File: src/rtl/apb_uart_sched_pkg.sv
// apb_uart_sched_pkg: shared state type and constants for the APB UART scheduler.
package apb_uart_sched_pkg;

    typedef enum logic [1:0] {IDLE, SETUP, ACCESS, RESP} sched_state_t;

    localparam int unsigned NUM_REQ         = 2;
    localparam int unsigned TIMEOUT_DEFAULT = 255;

endpackage

File: src/rtl/apb_uart_rr_arb.sv
// apb_uart_rr_arb: two-way round-robin arbiter; on a tie, the requester not served last wins.
module apb_uart_rr_arb
    import apb_uart_sched_pkg::*;
(
    input  logic               clk_i,
    input  logic               rst_i,
    input  logic [NUM_REQ-1:0] req_i,
    input  logic               advance_i,
    output logic [NUM_REQ-1:0] gnt_o,
    output logic               last_o
);

    logic last_q, last_d;

    always_comb begin
        gnt_o  = req_i;
        last_d = last_q;
        if (req_i == 2'b11) begin
            gnt_o = last_q ? 2'b01 : 2'b10;
        end
        if (advance_i && (|req_i)) begin
            last_d = gnt_o[1];
        end
    end

    // last_q = 1 after reset so a tie goes to requester 0 first
    always_ff @(posedge clk_i) begin
        if (rst_i) begin
            last_q <= 1'b1;
        end else begin
            last_q <= last_d;
        end
    end

    assign last_o = last_q;

endmodule

File: src/rtl/apb_uart_sched.sv
// apb_uart_sched: round-robin two-requester APB master sharing one APB UART slave.
// Define APB_UART_SCHED_TIMEOUT_EN to abandon ACCESS after TIMEOUT cycles without PREADY.
module apb_uart_sched
    import apb_uart_sched_pkg::*;
#(
    parameter int unsigned DATA_WIDTH = 32,
    parameter int unsigned ADDR_WIDTH = 32,
    parameter int unsigned TIMEOUT    = TIMEOUT_DEFAULT
) (
    input  logic                          PCLK,
    input  logic                          PRESET,
    input  logic [NUM_REQ-1:0]            req_valid,
    output logic [NUM_REQ-1:0]            req_ready,
    input  logic [NUM_REQ-1:0]            req_write,
    input  logic [NUM_REQ*ADDR_WIDTH-1:0] req_addr,
    input  logic [NUM_REQ*DATA_WIDTH-1:0] req_wdata,
    output logic [NUM_REQ-1:0]            rsp_valid,
    output logic [DATA_WIDTH-1:0]         rsp_rdata,
    output logic                          rsp_err,
    output logic                          PSELx,
    output logic                          PENABLE,
    output logic                          PWRITE,
    output logic [ADDR_WIDTH-1:0]         PADDR,
    output logic [DATA_WIDTH-1:0]         PWDATA,
    input  logic [DATA_WIDTH-1:0]         PRDATA,
    input  logic                          PREADY,
    input  logic                          PSLVERR
);

    sched_state_t          state_q, state_d;
    logic                  owner_q, owner_d;
    logic                  pwrite_q, pwrite_d;
    logic [ADDR_WIDTH-1:0] paddr_q, paddr_d;
    logic [DATA_WIDTH-1:0] pwdata_q, pwdata_d;
    logic [DATA_WIDTH-1:0] rdata_q, rdata_d;
    logic                  err_q, err_d;
    logic [NUM_REQ-1:0]    gnt;
    logic                  gsel;
    logic                  timeout_hit;
    logic                  unused_last;

    apb_uart_rr_arb u_arb (
        .clk_i     (PCLK),
        .rst_i     (PRESET),
        .req_i     (req_valid),
        .advance_i (state_q == IDLE),
        .gnt_o     (gnt),
        .last_o    (unused_last)
    );

    assign gsel = gnt[1];

`ifdef APB_UART_SCHED_TIMEOUT_EN
    localparam int unsigned CNT_W = $clog2(TIMEOUT + 1);

    logic [CNT_W-1:0] cnt_q, cnt_d;

    always_comb begin
        cnt_d = cnt_q;
        if (state_q == SETUP) begin
            cnt_d = '0;
        end else if ((state_q == ACCESS) && !PREADY) begin
            cnt_d = cnt_q + CNT_W'(1);
        end
    end

    // Fires on the ACCESS cycle whose stall would bring the count to TIMEOUT
    assign timeout_hit = (state_q == ACCESS) && !PREADY && (cnt_q == CNT_W'(TIMEOUT - 1));

    always_ff @(posedge PCLK) begin
        if (PRESET) begin
            cnt_q <= '0;
        end else begin
            cnt_q <= cnt_d;
        end
    end
`else
    logic unused_timeout;

    assign unused_timeout = (TIMEOUT == 0);
    assign timeout_hit    = 1'b0;
`endif

    always_comb begin
        state_d   = state_q;
        owner_d   = owner_q;
        pwrite_d  = pwrite_q;
        paddr_d   = paddr_q;
        pwdata_d  = pwdata_q;
        rdata_d   = rdata_q;
        err_d     = err_q;
        req_ready = '0;
        case (state_q)
            IDLE: begin
                if (|req_valid) begin
                    req_ready = gnt;
                    owner_d   = gsel;
                    pwrite_d  = req_write[gsel];
                    paddr_d   = gsel ? req_addr[2*ADDR_WIDTH-1:ADDR_WIDTH]
                                     : req_addr[ADDR_WIDTH-1:0];
                    pwdata_d  = gsel ? req_wdata[2*DATA_WIDTH-1:DATA_WIDTH]
                                     : req_wdata[DATA_WIDTH-1:0];
                    state_d   = SETUP;
                end
            end
            SETUP: state_d = ACCESS;
            ACCESS: begin
                if (PREADY) begin
                    rdata_d = pwrite_q ? '0 : PRDATA;
                    err_d   = PSLVERR;
                    state_d = RESP;
                end else if (timeout_hit) begin
                    rdata_d = '0;
                    err_d   = 1'b1;
                    state_d = RESP;
                end
            end
            RESP:    state_d = IDLE;
            default: state_d = IDLE;
        endcase
    end

    always_ff @(posedge PCLK) begin
        if (PRESET) begin
            state_q  <= IDLE;
            owner_q  <= 1'b0;
            pwrite_q <= 1'b0;
            paddr_q  <= '0;
            pwdata_q <= '0;
            rdata_q  <= '0;
            err_q    <= 1'b0;
        end else begin
            state_q  <= state_d;
            owner_q  <= owner_d;
            pwrite_q <= pwrite_d;
            paddr_q  <= paddr_d;
            pwdata_q <= pwdata_d;
            rdata_q  <= rdata_d;
            err_q    <= err_d;
        end
    end

    assign PSELx     = (state_q == SETUP) || (state_q == ACCESS);
    assign PENABLE   = (state_q == ACCESS);
    assign PWRITE    = pwrite_q;
    assign PADDR     = paddr_q;
    assign PWDATA    = pwdata_q;
    assign rsp_valid = (state_q == RESP) ? (owner_q ? 2'b10 : 2'b01) : 2'b00;
    assign rsp_rdata = (state_q == RESP) ? rdata_q : '0;
    assign rsp_err   = (state_q == RESP) && err_q;

    // Requesters must hold valid and payload until accepted
    for (genvar i = 0; i < NUM_REQ; i++) begin : g_hold
        a_req_hold: assert property (@(posedge PCLK) disable iff (PRESET)
            (req_valid[i] && !req_ready[i]) |=>
                (req_valid[i] && $stable(req_write[i])
                 && $stable(req_addr[i*ADDR_WIDTH +: ADDR_WIDTH])
                 && $stable(req_wdata[i*DATA_WIDTH +: DATA_WIDTH])));
    end

endmodule
File: config.mk
export PLATFORM = sky130hd
export DESIGN_NAME = apb_uart_sched
export DESIGN_NICKNAME = d
export VERILOG_FILES = /design/src/rtl/apb_uart_sched_pkg.sv /design/src/rtl/apb_uart_rr_arb.sv /design/src/rtl/apb_uart_sched.sv
export SDC_FILE = /design/constraint.sdc
export NUM_CORES = 1
export LEC_CHECK = 0
export CAP_MARGIN = 10
export CORE_UTILIZATION = 38
export CTS_CLUSTER_DIAMETER = 100
export CTS_CLUSTER_SIZE = 8
export DETAILED_ROUTE_END_ITERATION = 8
export HOLD_SLACK_MARGIN = 0.02
export MAX_ROUTING_LAYER = met4
export PLACE_DENSITY_LB_ADDON = 0.3
export SETUP_SLACK_MARGIN = 0.3
export SLEW_MARGIN = 25
export SYNTH_ARGS = -nofsm -noshare
export SYNTH_HDL_FRONTEND = slang
export SYNTH_SLANG_ARGS = --single-unit
File: constraint.sdc
create_clock -name PCLK -period 1.8 [get_ports PCLK]
set_clock_uncertainty 0.15 [all_clocks]
set_input_delay 0.54 -clock PCLK [delete_from_list [all_inputs] [get_ports PCLK]]
set_output_delay 0.54 -clock PCLK [all_outputs]
set_load 0.05 [all_outputs]
==> results of run 1 <==
through the flow:
stage	hold WS, ns	std cells
floorplan	0.282	579
global placement	0.289	968
detailed placement	0.296	968
CTS	0.305	1043
cell families after synthesis:
kind of cell	count (synthesis)	share of synthesized area [%]
compound gates	172	24.4
simple gates	241	24.9
buf+inv	59	5.99
fa+ha+maj	4	1.07
mux	1	0.213
flops	102	43.5
synthesized netlist by cell type (all sizes together) (2+ instances only):
master / count / area share [%]
a211oi: 65 / 12
a21boi: 2 / 0.40
a21oi: 99 / 11
and2: 35 / 4.7
buf: 27 / 3.4
clkbuf: 29 / 2.3
dfxtp: 102 / 43
ha: 4 / 1.1
inv: 3 / 0.24
nand2: 100 / 8.0
nand2b: 2 / 0.27
nand4b: 32 / 6.0
nor2: 68 / 5.4
nor2b: 2 / 0.27
o21a: 2 / 0.32
timing repair:
action / 4_1_cts
pin swaps: 62
resized for setup: 218
hold buffers: 0
setup endpoints to repair: 199
buffers inserted: 42
cloned: 17
per-layer routing:
| metal | global-route usage [%] | overflow |
|---|---|---|
| met2 | 94.6 | 2 |
| met4 | 77.8 | 2 |
| met1 | 70.5 | 0 |
| met5 | - | - |
| met3 | 48.2 | 0 |
==> impl_metrics.csv, run 1 <==
group,metric,value,unit
synthesis,synthCells,579,
synthesis,avgSynthCellArea,8.11,um^2
synthesis,synth_top_flop_cell,"dfxtp_1",
global_route,grt_start_max_net_pins,37,
synthesis,yosysSeqAreaShare,43.5,%
synthesis,yosysWarnings,0,
outcome,haltStage,"global routing",
synthesis,ys_types,27,
cts,cts_sinks,102,
cts,clk_path_buf_depth,2,
floorplan,die_h,113,um
global_route,gr-total-overflow,4,
placed_design,port_buffers,271,
outcome,stop_error,"[ERROR GRT-0232] Routing congestion too high. Check the congestion heatmap in the GUI.",
synthesis,synthArstFlopShare,0,%
floorplan,num_rows,40,
synthesis,syn_area,4700,um^2
sta,worst_endpoint,"PWDATA[15]$_SDFFE_PP0P_/D",
placed_design,dp_hpwl,12800,um
placed_design,postPlaceCellArea,8870,um^2
floorplan,start_util,39.1,%
cts,cts_buffers,9,
global_route,antenna_found_initial,1,
outcome,status,"did not finish",
cts,htree_num_levels,3,
cts,cts_root_buf,"clkbuf_16",
sta,worst-ep-kind,"register input",
floorplan,num_io_pins,272,
synthesis,synth_edf_count,0,
synthesis,synth_fp_nets,751,
synthesis,ys_ff_latch,102,
global_route,gr-usage-all-layers,73.6,%
placed_design,pre_cts_slack,-0.492,ns
placed_design,gp_congestion,0.794,
floorplan,fp.dieW,113,um
==> run 2: changes to the inputs <==
--- a/config.mk
+++ b/config.mk
@@ -7,13 +7,8 @@
 export LEC_CHECK = 0
 export CAP_MARGIN = 10
 export CORE_UTILIZATION = 38
-export CTS_CLUSTER_DIAMETER = 100
-export CTS_CLUSTER_SIZE = 8
 export DETAILED_ROUTE_END_ITERATION = 8
-export HOLD_SLACK_MARGIN = 0.02
-export MAX_ROUTING_LAYER = met4
-export PLACE_DENSITY_LB_ADDON = 0.3
-export SETUP_SLACK_MARGIN = 0.3
+export PLACE_DENSITY_LB_ADDON = 0.15
 export SLEW_MARGIN = 25
 export SYNTH_ARGS = -nofsm -noshare
 export SYNTH_HDL_FRONTEND = slang
==> impl_metrics.csv, run 2 <==
group,metric,value,unit
outcome,status,"finished with violations",
outcome,violations,"setup timing",
cts,cts_root_buf,"clkbuf_16",
global_route,grt_pass1_vias,5406,
hold_path,hp-class,"reg2reg",
synthesis,muxShareOfSynthArea,0.213,%
placed_design,postPlaceCellArea,8770,um^2
floorplan,die_area,12800,um^2
worst_setup_path,end_kind,"output pin",
synthesis,yosys.area.top_type_share,43.5,%
cts,hold_buffers,0,
sta,final_hold_viol_count,0,
synthesis,avgSynthCellArea,8.11,um^2
drt,antenna_left,0,
worst_setup_path,path_max_fanout,18,
global_route,gr-total-overflow,0,
worst_setup_path,crit_top_cell,"buf_12",
synthesis,synth_fp_nets,751,
sta,period_minus_slack,2.10,ns
pwr,power_density,1510,nW/um^2
placed_design,gp_congestion,0.821,
synthesis,synth_top_area_cell,"dfxtp_1",
global_route,grt_start_max_net_pins,41,
sta,finalMaxSlewViolations,0,
cells_and_area,area_growth_syn_to_layout,97.4,%
floorplan,core_area,12000,um^2
synthesis,ys_types,27,
synthesis,synth_edf_count,0,
floorplan,num_io_pins,272,
floorplan,fp.dieW,113,um
synthesis,yosys.area_share.simple,24.9,%
cts,cts_buffers,9,
sta,fin_tns_setup,-9.78,ns
flow_run,maxCapViolations,0,
global_route,gr-usage-all-layers,26.7,%
worst_setup_path,reg2reg_depth,6,
placed_design,port_buffers,271,
synthesis,yosysSeqAreaShare,43.5,%
cts,cts.reportedPaths.clkPinSlew,0.07,ns
drt,via_per_inst,5.39,
cells_and_area,postLayoutCoreUtil,77.2,%
worst_setup_path,r2r-start,"state_q[1]",
synthesis,synthAdderAreaFrac,1.07,%
floorplan,num_rows,40,
cts,htree_num_levels,3,
worst_setup_path,worstSetupPathType,"reg2out",
sta,setup_slack,-0.305,ns
cells_and_area,num-nets-final,1012,
sta,setup_viol,39,
placed_design,dp_hpwl,12400,um
worst_setup_path,cpPeakStageDelay,0.36,ns
synthesis,synth_top_family_by_area,"simple AND/OR/NAND/NOR gates",
sta,clock.fmax,0.475,GHz
drt,drc,0,
cells_and_area,layout_common_cells,"clkdlybuf4s50_1, buf_12, dfxtp_1",
synthesis,synth_compound_area_share,24.4,%
drt,drt-total-wl,17700,um
synthesis,ys_ff_latch,102,
synthesis,synth_common_cells,"dfxtp_1, nand2_1, a21oi_1, nor2_1, a211oi_1",
cells_and_area,diodes,0,
drt,wl_per_cell,17.9,um
worst_setup_path,r2r_slack,0.05,ns
cts,clock_latency,0.34,ns
worst_setup_path,slowest_stage,"dfxtp_4",
worst_setup_path,cp.required,1.11,ns
synthesis,synth.area.top_cells,"dfxtp_1, a21oi_1, nand2_1",
drt,num_vias,5346,
floorplan,start_util,39.1,%
sta,relSlewSlack,77.3,%
drt,top_layer,"met4",
cells_and_area,finalInstanceArea,9270,um^2
sta,min_period_over_period,117,%
global_route,antenna_found_initial,0,
synthesis,synthCells,579,
pwr,ir_drop,0.00110,V
drt,wl_met1,6640,um
worst_setup_path,critPathLaunch,"state_q[1]",
cells_and_area,fillCellCount,805,
drt,wl_met2,8980,um
sta,worst_slew_pin_slew,0.341,ns
worst_setup_path,worstPathArrival,1.41,ns
cts,tritoncts,"built",
cts,cts_sinks,102,
pwr,p_leak,3.61,nW
synthesis,synthArstFlopShare,0,%
worst_setup_path,rr_endpoint,"state_q[0]",
synthesis,synth_top_flop_cell,"dfxtp_1",
sta,fin_hold_ws,0.304,ns
drt,firstDrtPassIters,7,
drt,drtIter0Drc,297,
cells_and_area,final_common_cell,"clkdlybuf4s50_1",
sta,rsz0062_at_grt,"yes",
synthesis,synth_most_common_cell,"dfxtp_1",
worst_setup_path,cp_cell_sequence,"ha_4, buf_12, and2_2, buf_12",
synthesis,yosysWarnings,0,
worst_setup_path,setup.worst_path.start_class,"flip-flop",
worst_setup_path,cp-endpoint,"rsp_rdata[28]",
cts,clk_path_buf_depth,2,
global_route,grt_pass1_wl,26800,um
synthesis,synth_xor_area_share,0,%
drt,wl_met3,1310,um
floorplan,die_h,113,um
synthesis,syn_area,4700,um^2
cells_and_area,drive_above_1_share,26.5,%
-- run 2: area by class of cell --
class | count | area, um^2 | area share [%]
clock buffers | 11 | 233 | 2.51
clock inverters | 5 | 83.8 | 0.904
inverters | 3 | 11.3 | 0.121
multi-input cells | 418 | 2540 | 27.4
flip-flops and latches | 102 | 2050 | 22.1
well taps | 147 | 184 | 1.98
repair buffers | 306 | 4180 | 45.0
-- run 2: where the power goes --
part / leakage (nW) / internal, mW / total [mW] / switching, mW
Sequential: 0.840 / 2.90 / 3.55 / 0.649
Combinational: 2.63 / 3.95 / 8.38 / 4.43
Clock: 0.146 / 1.22 / 2.11 / 0.882
-- run 2: critical path, delay by kind of cell (launching register included) --
| family | cells | cell delay, ns |
|---|---|---|
| flip-flops | 1 | 0.36 |
| AND/OR/NAND/NOR | 1 | 0.21 |
| buffers and inverters | 2 | 0.31 |
| adder cells (fa/ha/maj) | 1 | 0.19 |
-- run 2: timing repair --
item / CTS / global route
buffers inserted: 4 / 0
setup endpoints to repair: 107 / 66
resized for setup: 33 / 13
gates cloned: 1 / 2
pin swaps: 3 / 1
-- run 2: worst min-delay path by stage --
stage	cells past startpoint	from	slack [ns]	end
5_1_grt	2	rdata_q[20]	0.32	rdata_q[20]
6_report	2	rdata_q[20]	0.30	rdata_q[20]
2_1_floorplan	2	rdata_q[12]	0.28	rdata_q[12]
3_3_place_gp	2	rdata_q[31]	0.28	rdata_q[31]
4_1_cts	2	rdata_q[20]	0.30	rdata_q[20]
3_5_place_dp	2	rdata_q[6]	0.29	rdata_q[6]
-- run 2: cell families after synthesis --
| family | Yosys count |
|---|---|
| AOI/OAI and AO/OA | 172 |
| buffers and inverters | 59 |
| and+or+nand+nor | 241 |
| adders and majority gates | 4 |
| muxes | 1 |
| DFF | 102 |
-- run 2: per-layer routing --
layer	global-route usage [%]	vias up
met5	0	-
met4	15.4	0
met3	6.80	51
met2	47.4	268
met1	28.8	2500
li1	-	2527
-- run 2: stage by stage --
step	instances	worst slack, ns	power (mW)
2_1_floorplan	579	-0.154	7.60
3_3_place_gp	970	-0.480	11.3
3_5_place_dp	970	-0.568	11.6
4_1_cts	990	-0.307	13.9
5_1_grt	992	-0.333	14.7
6_report	992	-0.305	14.0
Power figures use the tool's default switching activity.
